`src/rtl/shift_univ.sv`:
```
// Parametrised universal shift register with a counted burst engine.
// Rotate modes (codes 100/101) exist only when SHIFT_UNIV_ROTATE_EN is defined; otherwise they hold.
module shift_univ #(
   parameter  int unsigned WIDTH = 8,
   localparam int unsigned CW    = $clog2(WIDTH + 1)
) (
   input  logic             clk,
   input  logic             rst_n,
   input  logic [2:0]       sel,
   input  logic             start,
   input  logic [CW-1:0]    amt,
   input  logic [WIDTH-1:0] din,
   input  logic             dinr,
   input  logic             dinl,
   output logic [WIDTH-1:0] out,
   output logic             busy,
   output logic             done
);

   typedef enum logic {IDLE = 1'b0, BUSY = 1'b1} state_e;

   state_e           state_q, state_d;
   logic [CW-1:0]    cnt_q, cnt_d;
   logic [2:0]       mode_q, mode_d;
   logic [WIDTH-1:0] out_q, out_d;
   logic             done_q, done_d;

   // One application of an operation code to the current register value.
   function automatic logic [WIDTH-1:0] step_f(
      input logic [2:0]       op,
      input logic [WIDTH-1:0] v,
      input logic [WIDTH-1:0] d,
      input logic             r,
      input logic             l
   );
      logic [WIDTH-1:0] res;
      res = v;
      case (op)
         3'b000: res = v;
         3'b001: res = {r, v[WIDTH-1:1]};
         3'b010: res = {v[WIDTH-2:0], l};
         3'b011: res = d;
`ifdef SHIFT_UNIV_ROTATE_EN
         3'b100: res = {v[0], v[WIDTH-1:1]};
         3'b101: res = {v[WIDTH-2:0], v[WIDTH-1]};
`else
         3'b100: res = v;
         3'b101: res = v;
`endif
         3'b110: res = {v[WIDTH-1], v[WIDTH-1:1]};
         3'b111: res = '0;
      endcase
      return res;
   endfunction

   // State, counter, latched mode and outputs.
   always_ff @(posedge clk or negedge rst_n) begin
      if (!rst_n) begin
         state_q <= IDLE;
         cnt_q   <= '0;
         mode_q  <= '0;
         out_q   <= '0;
         done_q  <= 1'b0;
      end else begin
         state_q <= state_d;
         cnt_q   <= cnt_d;
         mode_q  <= mode_d;
         out_q   <= out_d;
         done_q  <= done_d;
      end
   end

   // Next-state: burst acceptance and step counting.
   always_comb begin
      state_d = state_q;
      cnt_d   = cnt_q;
      mode_d  = mode_q;
      case (state_q)
         IDLE: begin
            if (start) begin
               mode_d = sel;
               if (amt > CW'(1)) begin
                  state_d = BUSY;
                  cnt_d   = amt - CW'(1);
               end
            end
         end
         BUSY: begin
            cnt_d = cnt_q - CW'(1);
            if (cnt_q <= CW'(1)) begin
               state_d = IDLE;
            end
         end
      endcase
   end

   // Output: register update and completion pulse.
   always_comb begin
      out_d  = out_q;
      done_d = 1'b0;
      case (state_q)
         IDLE: begin
            // A zero-length burst performs no step at all.
            if (!start || (amt != CW'(0))) begin
               out_d = step_f(sel, out_q, din, dinr, dinl);
            end
            if (start && (amt <= CW'(1))) begin
               done_d = 1'b1;
            end
         end
         BUSY: begin
            out_d = step_f(mode_q, out_q, din, dinr, dinl);
            if (cnt_q <= CW'(1)) begin
               done_d = 1'b1;
            end
         end
      endcase
   end

   assign out  = out_q;
   assign busy = (state_q == BUSY);
   assign done = done_q;

endmodule

```
`config.mk`:
```
export PLATFORM = sky130hd
export DESIGN_NAME = shift_univ
export DESIGN_NICKNAME = d
export VERILOG_FILES = /design/src/rtl/shift_univ.sv
export SDC_FILE = /design/constraint.sdc
export NUM_CORES = 1
export LEC_CHECK = 0
export CORE_MARGIN = 2
export CORE_UTILIZATION = 50
export CTS_CLUSTER_DIAMETER = 50
export DETAILED_ROUTE_END_ITERATION = 12
export PLACE_DENSITY = 0.79
export REMOVE_ABC_BUFFERS = 1
export SETUP_SLACK_MARGIN = 0.05
export SLEW_MARGIN = 20
export SYNTH_ARGS = -nofsm -noshare
export SYNTH_HDL_FRONTEND = slang
export SYNTH_SLANG_ARGS = --single-unit
```
`constraint.sdc`:
```
create_clock -name clk -period 2.2 [get_ports clk]
set_input_delay 0.33 -clock clk [delete_from_list [all_inputs] [get_ports clk]]
set_output_delay 0.33 -clock clk [all_outputs]
set_load 0.01 [all_outputs]
```
==> flow_summary.yaml <==
clocking:
  cts_tree: "done"
  clock_sinks: 17
  cts_resized: 0
  clk_latency_ns: 0.30
  ctsHoldBuffers: 0
  cts-htree-levels: 1
  path_clk_slew_ns: 0.11
  cts_buffer_depth: 2
  cts_root_buffer: "clkbuf_4"
  numCtsBuffers: 3
  cts_setup_buffers: 0
setup_path:
  worst-path-max-fanout: 19
  critical_path_arrival_ns: 1.67
  critPathSlowestCell: "dfrtp_1"
  path_class: "reg2out"
  cpLargestDelayFamily: "flip-flops"
  critPathCaptureType: "output pin"
  cp.buffers_inverters: 1
  worstPathRequired_ns: 1.87
  startpoint_type: "flop"
  path_cells: "clkdlybuf4s50_1"
  critical_path.max_stage_delay_ns: 0.72
floorplanning:
  core-area_um2: 2500
  num_rows: 18
  die_h_um: 55.60
  ios: 30
  die_w_um: 55.60
  dieArea_um2: 3091
  initial_core_util_pct: 53.25
timing:
  rsz0062_at_grt: "false"
  fmax_ghz: 0.4999
  fin_crit_ns: 2.000
  drv_slew: 0
  hold_violations: 0
  finalCritPeriodShare_pct: 90.92
  skew_ns: 0.01035
  max_slew.worst_pin.slew_ns: 0.5817
  worst_slack_ns: 0.1997
  relSlewSlack_pct: 60.96
  setup_viol: 0
cells_and_area:
  syn2layout_area_growth_pct: 29.42
  most-common-layout-cells: "clkdlybuf4s50_1, a21oi_1, dfrtp_1"
  layout.nets: 201
  fillers: 210
  diodes: 0
  drive_gt1_share_pct: 13.07
  final_common_cell: "clkdlybuf4s50_1"
grt:
  grt-ovfl-total: 0
  grt_pass1_vias: 1306
  antenna_found_initial: 0
  grt_pass1_wl_um: 6072
  track_usage_pct: 24.85
  grt_max_degree: 20
worst_hold_path:
  holdCritPathClass: "in2async"
power:
  powerDensity_nw_per_um2: 1114
  p_leak_nw: 0.7106
  finalPower_mw: 1.920
  vdd_ir_drop_max_mv: 0.7553
route:
  dr.pass1.iters: 4
  routed_wl_um: 3608
  dr_total_vias: 1305
  drc: 0
  drt_iter0_markers: 31
  antenna_left: 0
  viasPerCell: 6.335
  wl_per_cell_um: 17.51
run:
  cap_violations: 0
placement:
  gp_routability_congestion: 0.8239
  pre_cts_ws_ns: -0.06721
  hpwl_um: 2686
  port_buffers: 29
synthesis:
  yosys.area_share.simple_pct: 14.94
  yosysWarnings: 0
  synth_cell_type_count: 38
  syn_inst: 142
  synth.cell_area_um2: 1331
  synth_compound_area_share_pct: 29.04
  synth_mux_area_share_pct: 10.81
  ys_seq_area_share_pct: 31.95
  synth_enable_flop_cells: 0
  async_flop_share_pct: 100.0
  synth_top_flop_cell: "dfrtp_1"
  ys_ff_latch: 17
  synthXorXnorAreaFrac_pct: 1.974
  synth-adder-area-share_pct: 5.263
  synth_top_family_by_area: "compound AO/OA/AOI/OAI gates"
  avgSynthCellArea_um2: 9.375
status:
  outcome: "complete, no violations"
-- stage by stage --
step / instances / hold WS (ns) / util [%] / TNS, ns / instance area [µm²]
2_1_floorplan: 132 / 0.03441 / - / 0 / 1285
3_3_place_gp: 202 / 0.5152 / 67.82 / -0.002561 / 1695
3_5_place_dp: 202 / 0.5361 / 67.82 / -0.3145 / 1695
4_1_cts: 206 / 0.3418 / 68.92 / 0 / 1723
5_1_grt: 206 / 0.3665 / 68.92 / 0 / 1723
6_report: 206 / 0.3311 / 68.92 / 0 / 1723
-- cell families after synthesis --
group                      Yosys count
AOI/OAI and AO/OA                   53
xor gates and xnor gates             3
adders and majority gates            6
buffers and inverters               19
DFF                                 17
muxes                               14
and+or+nand+nor                     30
-- where the power goes --
| group | total, mW | internal [mW] | switching [mW] |
|---|---|---|---|
| clock | 0.174 | 0.0678 | 0.107 |
| combinational | 1.04 | 0.593 | 0.449 |
| sequential | 0.704 | 0.456 | 0.248 |
-- final timing paths --
| kind | slack, ns | depth (start not counted) | start | to |
|---|---|---|---|---|
| worst min register to register | 0.57 | 2 | mode_q[2] | mode_q[2] |
| worst max register to register | 0.45 | 4 | mode_q[0] | out[1] |
| max in group asynchronous | 1.66 | 2 | rst_n | out[5] |
| min in group clk | 0.57 | 2 | mode_q[2] | mode_q[2] |
| worst max-delay path | 0.20 | 1 | busy | busy |
| worst min-delay path | 0.33 | 2 | rst_n | cnt_q[3] |
-- area by class of cell --
| class | instances | area, µm² | share of cell area (%) |
|---|---|---|---|
| clock buffers | 3 | 22.52 | 1.307 |
| clock inverters | 1 | 5.005 | 0.2905 |
| inverters | 9 | 33.78 | 1.961 |
| multi-input cells | 106 | 825.8 | 47.93 |
| flip-flops and latches | 17 | 425.4 | 24.69 |
| well taps | 30 | 37.54 | 2.179 |
| repair buffers | 40 | 372.9 | 21.64 |
-- per-layer routing --
metal	vias to the layer above	wire length, µm	GRT usage (%)
met4	0	51	8.014
li1	617	-	-
met1	618	1515	31.37
met3	8	265	6.512
met2	62	1775	41.33
met5	-	0	0
-- flip-flops by register name (all words and copies together), names as in the netlist --
signal and flops:
out 8, done 1, cnt_q 4, mode_q 3, busy 1
-- Yosys cell counts (all sizes together), types with 2 or more instances --
cell     instances  area, µm²
a21oi           17      85.08
dfrtp           17      425.4
mux2i           11      110.1
inv              9      33.78
a221o            8      81.33
a32oi            7      61.31
clkbuf           7      26.28
o21ai            7      35.03
o2bb2ai          7      61.31
nand2            6      22.52
nor4bb           5      50.05
ha               4      50.05
nor2             4      15.01
nor3             4      20.02
buf              3      20.01
mux2             3      33.78
nand2b           3      18.77
and2             2      17.52
and4bb           2      25.02
maj3             2      20.02
xnor2            2      17.52
Power figures use the tool's default switching activity.
